[config.mk]
export PLATFORM = sky130hd
export DESIGN_NAME = cfgreg_boot_seq_flat
export DESIGN_NICKNAME = d
export VERILOG_FILES = /design/src/rtl/cfgreg_boot_seq_if.sv /design/src/rtl/cfgreg_boot_seq.sv /design/src/flat_wrapper.sv
export SDC_FILE = /design/constraint.sdc
export NUM_CORES = 1
export LEC_CHECK = 0
export CORE_ASPECT_RATIO = 0.6
export CORE_MARGIN = 4
export CORE_UTILIZATION = 47
export CTS_BUF_LIST = sky130_fd_sc_hd__clkbuf_8
export DETAILED_ROUTE_END_ITERATION = 8
export PLACE_DENSITY = 0.81
export SLEW_MARGIN = 20
export SYNTH_ARGS = -nofsm -noshare
export SYNTH_HDL_FRONTEND = slang
export SYNTH_SLANG_ARGS = --single-unit
[constraint.sdc]
create_clock -name clk -period 2.3 [get_ports clk]
set_input_delay 0.23 -clock clk [delete_from_list [all_inputs] [get_ports clk]]
set_output_delay 0.23 -clock clk [all_outputs]
set_load 0.005 [all_outputs]
[src/rtl/cfgreg_boot_seq_if.sv]
// cfgreg_boot_seq_if: APB write-only port between the boot sequencer and the cfgreg block.
interface cfgreg_boot_seq_if;
  logic        psel;
  logic        penable;
  logic        pwrite;
  logic [11:0] paddr;
  logic [31:0] pwdata;
  logic        pready;
  logic        pslverr;
  modport master(output psel, penable, pwrite, paddr, pwdata, input pready, pslverr);
  modport slave(input psel, penable, pwrite, paddr, pwdata, output pready, pslverr);
endinterface

[src/rtl/cfgreg_boot_seq.sv]
// cfgreg_boot_seq: APB master that boots the core (BOOTVEC, DDROFFSET, RSTN=1)
// and later serves core re-reset requests (RSTN=0, hold, RSTN=1).
module cfgreg_boot_seq #(
  parameter bit          AUTO_BOOT    = 1'b1,
  parameter int          HOLD_CYC     = 16,
  parameter int          TIMEOUT      = 64,
  parameter logic [11:0] BOOTVEC_ADDR = 12'h000,
  parameter logic [11:0] DDROFF_ADDR  = 12'h004,
  parameter logic [11:0] RSTN_ADDR    = 12'h008
) (
  input  logic               clk,
  input  logic               rstn,
  input  logic               boot_start_i,
  input  logic [31:0]        boot_addr_i,
  input  logic [31:0]        ddr_off_i,
  input  logic               rst_req_i,
  cfgreg_boot_seq_if.master  apb,
  output logic               busy_o,
  output logic               boot_done_o,
  output logic               seq_err_o
);
  localparam logic [2:0] IDLE = 3'd0, SETUP = 3'd1, ACCESS = 3'd2, HOLD = 3'd3, DONE = 3'd4;
  localparam int CW = $clog2((HOLD_CYC > TIMEOUT ? HOLD_CYC : TIMEOUT) + 1);
  logic [2:0]    state_q, state_d;
  logic [1:0]    step_q, step_d;
  logic [CW-1:0] cnt_q, cnt_d;
  logic          err_q, err_d, load, xfer_end;
  logic          pwrite_q;
  logic [11:0]   paddr_q;
  logic [31:0]   pwdata_q, ddr_q;
  // Steps: 0 BOOTVEC, 1 DDROFFSET, 2 RSTN<-1, 3 RSTN<-0 (re-reset, followed by HOLD then step 2)
  assign xfer_end = apb.pready || cnt_q == CW'(TIMEOUT - 1);
  always_comb begin
    state_d = state_q;
    step_d  = step_q;
    cnt_d   = cnt_q;
    err_d   = err_q;
    load    = 1'b0;
    case (state_q)
      IDLE: if (AUTO_BOOT || boot_start_i) begin
        state_d = SETUP;
        step_d  = 2'd0;
        load    = 1'b1;
      end
      SETUP: begin
        state_d = ACCESS;
        cnt_d   = '0;
      end
      ACCESS: if (xfer_end) begin
        err_d   = err_q | ~apb.pready | apb.pslverr;
        cnt_d   = '0;
        state_d = step_q == 2'd2 ? DONE : step_q == 2'd3 ? HOLD : SETUP;
        step_d  = step_q[1] ? 2'd2 : step_q + 2'd1;
        load    = ~step_q[1];
      end else cnt_d = cnt_q + CW'(1);
      HOLD: if (cnt_q == CW'(HOLD_CYC - 1)) begin
        state_d = SETUP;
        load    = 1'b1;
      end else cnt_d = cnt_q + CW'(1);
      DONE: if (rst_req_i) begin
        state_d = SETUP;
        step_d  = 2'd3;
        load    = 1'b1;
      end
      default: state_d = IDLE;
    endcase
  end
  always_ff @(posedge clk or negedge rstn) begin
    if (!rstn) begin
      state_q  <= IDLE;
      step_q   <= 2'd0;
      cnt_q    <= '0;
      err_q    <= 1'b0;
      pwrite_q <= 1'b0;
      paddr_q  <= '0;
      pwdata_q <= '0;
      ddr_q    <= '0;
    end else begin
      state_q <= state_d;
      step_q  <= step_d;
      cnt_q   <= cnt_d;
      err_q   <= err_d;
      if (state_q == IDLE) ddr_q <= ddr_off_i;
      if (load) begin
        pwrite_q <= 1'b1;
        paddr_q  <= step_d == 2'd0 ? BOOTVEC_ADDR : step_d == 2'd1 ? DDROFF_ADDR : RSTN_ADDR;
        pwdata_q <= step_d == 2'd0 ? boot_addr_i : step_d == 2'd1 ? ddr_q : {31'd0, step_d == 2'd2};
      end
    end
  end
  assign apb.psel    = state_q == SETUP || state_q == ACCESS;
  assign apb.penable = state_q == ACCESS;
  assign apb.pwrite  = pwrite_q;
  assign apb.paddr   = paddr_q;
  assign apb.pwdata  = pwdata_q;
  assign busy_o      = apb.psel || state_q == HOLD;
  assign boot_done_o = state_q == DONE;
  assign seq_err_o   = err_q;
endmodule

[src/flat_wrapper.sv]
// flat-port wrapper written by rule: the top's interface ports become plain ports
module cfgreg_boot_seq_flat 
#(
  parameter bit          AUTO_BOOT    = 1'b1,
  parameter int          HOLD_CYC     = 16,
  parameter int          TIMEOUT      = 64,
  parameter logic [11:0] BOOTVEC_ADDR = 12'h000,
  parameter logic [11:0] DDROFF_ADDR  = 12'h004,
  parameter logic [11:0] RSTN_ADDR    = 12'h008
)
  (clk, rstn, boot_start_i, boot_addr_i, ddr_off_i, rst_req_i, busy_o, boot_done_o, seq_err_o, apb_psel, apb_penable, apb_pwrite, apb_paddr, apb_pwdata, apb_pready, apb_pslverr);
  cfgreg_boot_seq_if apb_i ();
  input  logic clk;
  input  logic rstn;
  input  logic boot_start_i;
  input  logic [31:0] boot_addr_i;
  input  logic [31:0] ddr_off_i;
  input  logic rst_req_i;
  output logic busy_o;
  output logic boot_done_o;
  output logic seq_err_o;
  output wire logic [$bits(apb_i.psel)-1:0] apb_psel;
  output wire logic [$bits(apb_i.penable)-1:0] apb_penable;
  output wire logic [$bits(apb_i.pwrite)-1:0] apb_pwrite;
  output wire logic [$bits(apb_i.paddr)-1:0] apb_paddr;
  output wire logic [$bits(apb_i.pwdata)-1:0] apb_pwdata;
  input wire logic [$bits(apb_i.pready)-1:0] apb_pready;
  input wire logic [$bits(apb_i.pslverr)-1:0] apb_pslverr;
  assign apb_psel = apb_i.psel;
  assign apb_penable = apb_i.penable;
  assign apb_pwrite = apb_i.pwrite;
  assign apb_paddr = apb_i.paddr;
  assign apb_pwdata = apb_i.pwdata;
  assign apb_i.pready = apb_pready;
  assign apb_i.pslverr = apb_pslverr;
  cfgreg_boot_seq #(.AUTO_BOOT(AUTO_BOOT), .HOLD_CYC(HOLD_CYC), .TIMEOUT(TIMEOUT), .BOOTVEC_ADDR(BOOTVEC_ADDR), .DDROFF_ADDR(DDROFF_ADDR), .RSTN_ADDR(RSTN_ADDR)) u_core (.clk(clk), .rstn(rstn), .boot_start_i(boot_start_i), .boot_addr_i(boot_addr_i), .ddr_off_i(ddr_off_i), .rst_req_i(rst_req_i), .apb(apb_i), .busy_o(busy_o), .boot_done_o(boot_done_o), .seq_err_o(seq_err_o));
endmodule
Word level (Yosys, flattened, before mapping). Cells that the tools add are included.

Register bits: 90. Input bits: 70. Output and inout bits: 50. Word-level logic and storage cells: 58.

Add/sub/neg operators: 2. Eq/ne operators: 14. Mux-type cells: 21. Bitwise operators: 4. Reductions and logical operators: 9.

Operator list (count): 32-bit 2-to-1 mux (2); 7-bit case mux with 3 select lines (1); 3-bit case mux with 5 select lines (1); 7-bit 2-to-1 mux (2); 12-bit 2-to-1 mux (1); 3-bit 2-to-1 mux (4); 2-bit 2-to-1 mux (4); 7-bit by 1-bit adder with 7-bit output, second input constant (1); 7-bit by 4-bit equality test with 1-bit output, second input constant (1); 7-bit by 6-bit equality test with 1-bit output, second input constant (1); 2-bit equality test, second input constant (3); 3-bit by 2-bit equality test with 1-bit output, second input constant (2); 2-bit case mux with 3 select lines (1); 4-bit 2-to-1 mux (1); 2-bit by 1-bit inequality test with 1-bit output, second input constant (2); 2-bit inequality test, second input constant (2); 1-bit case mux with 4 select lines (1); 2-bit AND reduction (2); 3-bit by 1-bit equality test with 1-bit output, second input constant (1); 3-bit equality test, second input constant (1); 3-bit zero test (1); 1-bit logical OR (3); 1-bit 2-to-1 mux (3); 3-bit AND reduction (1); 6 further kinds (8).

Longest topological paths before layout. Gate-level depths: netlist of run 1.

Depth in word-level cells: 7. Gate-level depth with buffers: 8. Gate-level depth less buffers: 6.

Worst setup path before layout of run 1. Ideal clock, no wire load.

Path type: register to register. From: register u_core.state_q[2]. To: register u_core.pwdata_q[11] (netlist: u_core.apb.pwdata[11]). Setup time: 0.121 ns. Data arrival time: 1.910 ns. Data required time: 2.179 ns. Slack: 0.270 ns. Stages on the path, launching flop included: 9. Buffers on the path: 3. Period minus slack after synthesis: 2.030 ns. Cell sequence: dfrtp_1 -> buf_6 -> or3b_4 -> or3_1 -> o211ai_2 -> buf_6 -> buf_12 -> mux2i_1 -> o21ai_2.

Cells in the longest elaborated chain, start to end: 5. Elaborated cells between the ends (all ways): 10. Those cells by class: eq/ne (4); mux (4); reduce/logical (2).

RTL lines: from (decl) (line cfgreg_boot_seq.sv:24) `logic [2:0] state_q, state_d;`; from (signal assigned) (line cfgreg_boot_seq.sv:79) `state_q <= state_d;`; 3-bit equality test (tied with other cells) (line cfgreg_boot_seq.sv:39) `case (state_q)`; 2-bit case mux with 3 select lines (line cfgreg_boot_seq.sv:39); 2-bit by 1-bit equality test with 1-bit output (line cfgreg_boot_seq.sv:87) `pwdata_q <= step_d == 2'd0 ? boot_addr_i : step_d == 2'd1 ? ddr_q : {31'd0, step_d == 2'd2};`; 32-bit 2-to-1 mux (2 in series) (line cfgreg_boot_seq.sv:87); to (signal assigned) (line cfgreg_boot_seq.sv:87); to (decl) (line cfgreg_boot_seq.sv:30) `logic [31:0] pwdata_q, ddr_q;`.

Parallel ways exist; a longest one is shown, timed or not. A chain may end at the register's enable or synchronous reset.

Final worst setup path of run 1.
From: register u_core.cnt_q[0]. To: register u_core.pwdata_q[4] (netlist: u_core.apb.pwdata[4]).

Cells in the longest elaborated chain, start to end: 7. Elaborated cells between the ends (all ways): 12. Those cells by class: eq/ne (3); mux (7); reduce/logical (2).

RTL lines: from (decl) (line cfgreg_boot_seq.sv:26) `logic [CW-1:0] cnt_q, cnt_d;`; from (signal assigned) (line cfgreg_boot_seq.sv:81) `cnt_q <= cnt_d;`; 7-bit by 6-bit equality test with 1-bit output (line cfgreg_boot_seq.sv:32) `assign xfer_end = apb.pready || cnt_q == CW'(TIMEOUT - 1);`; 1-bit logical OR (line cfgreg_boot_seq.sv:32); 2-bit 2-to-1 mux (line cfgreg_boot_seq.sv:49) `ACCESS: if (xfer_end) begin`; 2-bit case mux with 3 select lines (line cfgreg_boot_seq.sv:39); 2-bit by 1-bit equality test with 1-bit output (line cfgreg_boot_seq.sv:87); 32-bit 2-to-1 mux (2 in series) (line cfgreg_boot_seq.sv:87).

Parallel ways exist; a longest one is shown, timed or not.

==> out/metrics.yaml, run 1 <==
timing:
  fmax_mhz: 458
  rsz0062_at_grt: "false"
  setup_tns_ns: 0
  finalCriticalPeriod_ns: 2.18
  post-route-period-util: 0.949
  clock_skew_ns: 0.00508
  setup_viol: 0
  slew_viol_final: 0
  finalHoldViolCount: 0
detailed_routing:
  drt_wl_total_um: 9480
  firstDrtPassIters: 4
  ant_nets: 0
  drt_iter0_markers: 141
  vias: 2840
  viasPerCell: 5.12
  drc: 0
  wl_per_cell_um: 17.1
synth:
  synthFlopType: "dfrtp_1"
  post_synth.cell_area_avg_sq_um: 11.8
  ys_types: 44
  syn_inst: 319
  yosysSeqAreaShare: 0.530
  ys_ff_latch: 80
  async_flop_share: 1.00
  syn_area_sq_um: 3780
  synth_warnings: 0
  synth_enable_flop_cells: 0
clock_tree:
  clkSlewWorstSetupHoldPaths_ns: 0.08
  cts.sinks: 80
  cts_buffers: 9
  cts_buffer_depth: 2
  htree_levels: 3
  cts.root.buffer_cell: "clkbuf_8"
  cts_tree: "done"
  clk_latency_ns: 0.34
worst_setup_path:
  required_ns: 2.53
  crit_type: "reg -> reg"
  worstSetupStartpointType: "flip-flop"
  worst-path-max-fanout: 9
  worstSetupEndpointType: "flip-flop"
  crit_arrival_ns: 2.41
final_layout:
  fill_cells: 595
  finish.instance_area_sq_um: 5340
  regArea_sq_um: 2000
  final_util: 0.680
  num_antenna_cells: 0
  drive_gt1_frac: 0.237
  final_common_cell: "clkdlybuf4s50_1"
  layout_common_cells: "clkdlybuf4s50_1, dfrtp_1, nand2_1"
  layout.nets: 513
  multi_input_area_sq_um: 1590
  syn2layout_area_growth_pct: 41.3
power:
  switching_share: 0.350
  p_total_uw: 7010
  p_seq_frac: 0.330
  netSwitchingPower_uw: 2450
  pwr-share-comb: 0.497
  cell_internal_pwr_uw: 4560
  p_leak_uw: 0.00228
  powerDensity_nw_per_um2: 1310
  power_frac_clock: 0.173
  peakVddDrop_uv: 674
global_route:
  antenna_found_initial: 0
  grt_max_degree: 48
  grt_pass1_vias: 2924
  overflow: 0
  track_usage: 0.197
  grt_pass1_wl_um: 14700
placement:
  dp_hpwl_um: 6330
  postPlaceCellArea_sq_um: 4960
  routabilityCongestion: 0.846
  portBuffers: 108
floorplanning:
  core_area_sq_um: 7850
  die_width_um: 124
  die_h_um: 77.5
  pin_count: 120
  start_util: 0.481
  rows: 25
  dieArea_sq_um: 9590
outcome:
  status: "finished clean"
job:
  drv_cap: 0
min_path:
  holdCritPathClass: "in -> async"
[routing by layer]
metal,share of wire,wire length (um),up-vias,global-route usage
met2,0.44,4150,92,0.292
met5,0,0,-,0
met1,0.46,4370,1390,0.267
li1,-,-,1352,-
met3,0.097,916,6,0.0852
met4,0.0056,53,0,0.0475
[cell families (layout without fill, tap and decap cells)]
kind of cell | after synthesis | count (layout) | synth area share
AOI/OAI and AO/OA | 64 | 64 | 0.131
adders and majority gates | 1 | 1 | 0.00331
buffers and inverters | 36 | 155 | 0.0656
DFF | 80 | 80 | 0.530
muxes | 62 | 62 | 0.175
other | 1 | 10 | 0.000992
and+or+nand+nor | 75 | 75 | 0.0947
[through the flow]
step                      hold WS, ns  std cells  worst slack, ns
final                           0.379        555            0.117
after global routing            0.401        555           0.0101
after CTS                       0.377        549         -0.00788
after detailed placement        0.213        532          0.00828
after global placement          0.203        532           0.0989
after floorplan               -0.0656        328            0.270
[registers in the layout, indices dropped and copies added, names as in the netlist]
signal	cells
u_core.apb.paddr	2
u_core.apb.pwdata	32
u_core.apb.pwrite	1
u_core.cnt_q	7
u_core.ddr_q	32
u_core.seq_err_o	1
u_core.state_q	3
u_core.step_q	2
[critical path, cell delays in order, from the launching register on]
cell,delay (ns)
dfrtp_1,0.39
ha_1,0.24
nand3_2,0.14
o31a_1,0.34
buf_4,0.17
o211ai_4,0.17
buf_12,0.16
buf_12,0.15
mux2i_1,0.24
o21ai_2,0.07
[synth_stat cells (2+ instances only)]
cell type  number  share of area
nand2b_1        4         0.0066
dfrtp_1        80           0.53
or3_1           3         0.0050
nand2_1        43          0.043
mux2_2         31          0.092
o21bai_1        2         0.0040
mux2i_1        31          0.082
o21ai_2        27          0.063
a21oi_1         6         0.0079
clkbuf_1        9         0.0089
inv_1           9         0.0089
nor3b_1         3         0.0060
a22o_1          3         0.0070
buf_6           2         0.0060
nor3_1          3         0.0040
nand3_1         4         0.0053
o21ai_1         4         0.0053
o21ai_0         6         0.0079
buf_12          3          0.016
o22ai_1         2         0.0033
nor2_1          6         0.0060
buf_4          13          0.026
nor2b_1         2         0.0033
o21a_1          2         0.0040
a21o_1          2         0.0040
[path summary, 6_finish.rpt]
| check | slack, ns | endpoint | cells after the start | startpoint |
|---|---|---|---|---|
| min reg2reg | 0.48 | u_core.seq_err_o | 1 | u_core.seq_err_o |
| max | 0.12 | u_core.apb.pwdata[4] | 9 | u_core.cnt_q[0] |
| max reg2reg | 0.12 | u_core.apb.pwdata[4] | 9 | u_core.cnt_q[0] |
| min | 0.38 | u_core.seq_err_o | 2 | rstn |
| min in group clk | 0.47 | u_core.ddr_q[0] | 3 | ddr_off_i[0] |
| max in group asynchronous | 1.31 | u_core.ddr_q[1] | 3 | rstn |
[power by group through the flow]
stage	Combinational (uW)	Clock (uW)	Sequential, uW
after floorplan	2110	0	2300
after global placement	3090	0	2300
after detailed placement	3160	0	2340
after CTS	3180	1240	2310
after global routing	3800	1310	2390
final	3490	1210	2320
[repair_timing]
| item | 4_1_cts | 5_1_grt |
|---|---|---|
| hold buffers | 1 | 0 |
| buffers inserted | 0 | 2 |
| cloned | 0 | 4 |
| hold endpoints to repair | 33 | 0 |
| pin swaps | 0 | 2 |
| endpoints found under the setup margin | 4 | 36 |
| gates resized for setup | 1 | 5 |
[final cells by class]
cell class              count  area share
flip-flops and latches     80       0.375
repair buffers            130       0.250
well taps                 108      0.0253
clock inverters             4      0.0138
multi-input cells         212       0.299
clock buffers              12      0.0309
inverters                   9     0.00633
(Power assumes the default switching activity.)
==> run 2, diff against run 1 <==
Settings changed: RECOVER_POWER from default to 50.
==> run 2 against run 1 <==
Compared with the run above: utilization down 0.19 points; wire length hardly changed; cell area fell by 0.28%; maximum frequency about the same; critical path type unchanged; clock power barely moved; highest routed layer unchanged.
==> out/metrics.yaml, run 2 (synthesized netlist as in run 1, its figures left out) <==
clock_tree:
  clk_latency_ns: 0.34
  cts.root.buffer_cell: "clkbuf_8"
  htree_levels: 3
  cts_tree: "done"
  clkSlewWorstSetupHoldPaths_ns: 0.08
  cts_buffers: 9
  cts.sinks: 80
  cts_buffer_depth: 2
placement:
  postPlaceCellArea_sq_um: 4960
  dp_hpwl_um: 6330
  routabilityCongestion: 0.846
  pre_cts_slack_ns: 0.00828
  portBuffers: 108
floorplanning:
  core_area_sq_um: 7850
  start_util: 0.481
  pin_count: 120
  die_width_um: 124
  dieArea_sq_um: 9590
  rows: 25
  die_h_um: 77.5
power:
  p_leak_uw: 0.00230
  peakVddDrop_uv: 674
  p_total_uw: 6960
  powerDensity_nw_per_um2: 1310
worst_setup_path:
  worst-path-max-fanout: 9
  cp-startpoint: "u_core.cnt_q[0]"
  rr_worst_depth: 9
  crit_arrival_ns: 2.41
  crit_end: "u_core.apb.pwdata[4]"
  worstSetupEndpointType: "flip-flop"
  r2r-end: "u_core.apb.pwdata[4]"
  crit_type: "reg -> reg"
  worstSetupStartpointType: "flip-flop"
  crit-reg2reg-launch: "u_core.cnt_q[0]"
  required_ns: 2.53
  regToRegSetupSlack_ns: 0.12
detailed_routing:
  vias: 2837
  drt_wl_total_um: 9480
  viasPerCell: 5.11
  drt_iter0_markers: 122
  wl_per_cell_um: 17.1
  ant_nets: 0
  drc: 0
  firstDrtPassIters: 4
timing:
  finalCriticalPeriod_ns: 2.18
  rsz0062_at_grt: "false"
  relSlewSlack: 0.421
  fmax_mhz: 458
  fin_ws_ns: 0.116
  post-route-period-util: 0.949
  clock_skew_ns: 0.00508
  setup_viol: 0
  tightest_slew_ns: 0.868
  finalHoldViolCount: 0
  slew_viol_final: 0
final_layout:
  final_common_cell: "clkdlybuf4s50_1"
  layout.nets: 513
  num_antenna_cells: 0
  syn2layout_area_growth_pct: 40.9
  drive_gt1_frac: 0.237
  fill_cells: 597
  layout_common_cells: "clkdlybuf4s50_1, dfrtp_1, nand2_1"
  finish.instance_area_sq_um: 5320
  multi_input_area_sq_um: 1590
  regArea_sq_um: 2000
outcome:
  status: "finished clean"
global_route:
  grt_max_degree: 48
  track_usage: 0.197
  antenna_found_initial: 0
  grt_pass1_vias: 2924
  grt_pass1_wl_um: 14700
  overflow: 0
job:
  drv_cap: 0
min_path:
  holdCritPathClass: "in -> reg"
-- run 2: cell type report --
| type | count | area share |
|---|---|---|
| multi-input combinational | 212 | 0.299 |
| inverter | 9 | 0.00635 |
| clock inverter | 4 | 0.0139 |
| clock buffer | 12 | 0.0310 |
| timing repair buffer | 130 | 0.248 |
| sequential | 80 | 0.376 |
| tap | 108 | 0.0254 |
-- run 2: routing by layer --
layer / up-vias / share of wire / GRT usage
met2: 92 / 0.44 / 0.292
met5: - / 0 / 0
met1: 1386 / 0.46 / 0.267
li1: 1353 / - / -
met3: 6 / 0.096 / 0.0852
met4: 0 / 0.0056 / 0.0475
-- run 2: repair_timing --
| action | 4_1_cts | 5_1_grt |
|---|---|---|
| endpoints found under the hold margin | 33 | 0 |
| hold buffers | 1 | 0 |
| setup endpoints to repair | 4 | 36 |
| pin swaps | 0 | 2 |
| gates resized for setup | 1 | 5 |
| buffers inserted | 0 | 2 |
| gates cloned | 0 | 4 |
-- run 2: how the worst min path moves through the flow --
stage / startpoint / end / slack, ns / cells past startpoint
3_5_place_dp: rstn / u_core.seq_err_o / 0.21 / 1
3_3_place_gp: rstn / u_core.seq_err_o / 0.20 / 1
4_1_cts: rstn / u_core.seq_err_o / 0.38 / 2
6_report: ddr_off_i[0] / u_core.ddr_q[0] / 0.47 / 3
2_1_floorplan: rstn / u_core.apb.paddr[2] / -0.07 / 0
5_1_grt: ddr_off_i[11] / u_core.ddr_q[11] / 0.48 / 2
-- run 2: critical path, stage by stage, from the launching register on --
cell	delay [ns]
dfrtp_1	0.39
ha_1	0.24
nand3_2	0.14
o31a_1	0.34
buf_4	0.17
o211ai_4	0.17
buf_12	0.16
buf_12	0.15
mux2i_1	0.24
o21ai_2	0.07
-- run 2: where the power goes --
| group | switching [uW] | total, uW | internal [uW] |
|---|---|---|---|
| sequential | 315 | 2310 | 1990 |
| clock | 508 | 1210 | 703 |
| combinational | 1620 | 3440 | 1810 |
| total | 2450 | 6960 | 4510 |
-- run 2: stage by stage --
step | setup TNS [ns] | hold WS [ns] | utilization | std cells
3_5_place_dp | 0 | 0.213 | 0.632 | 532
6_report | 0 | 0.466 | 0.678 | 555
4_1_cts | -0.00788 | 0.377 | 0.665 | 549
5_1_grt | 0 | 0.478 | 0.678 | 555
3_3_place_gp | 0 | 0.203 | 0.632 | 532
2_1_floorplan | 0 | -0.0656 | - | 328
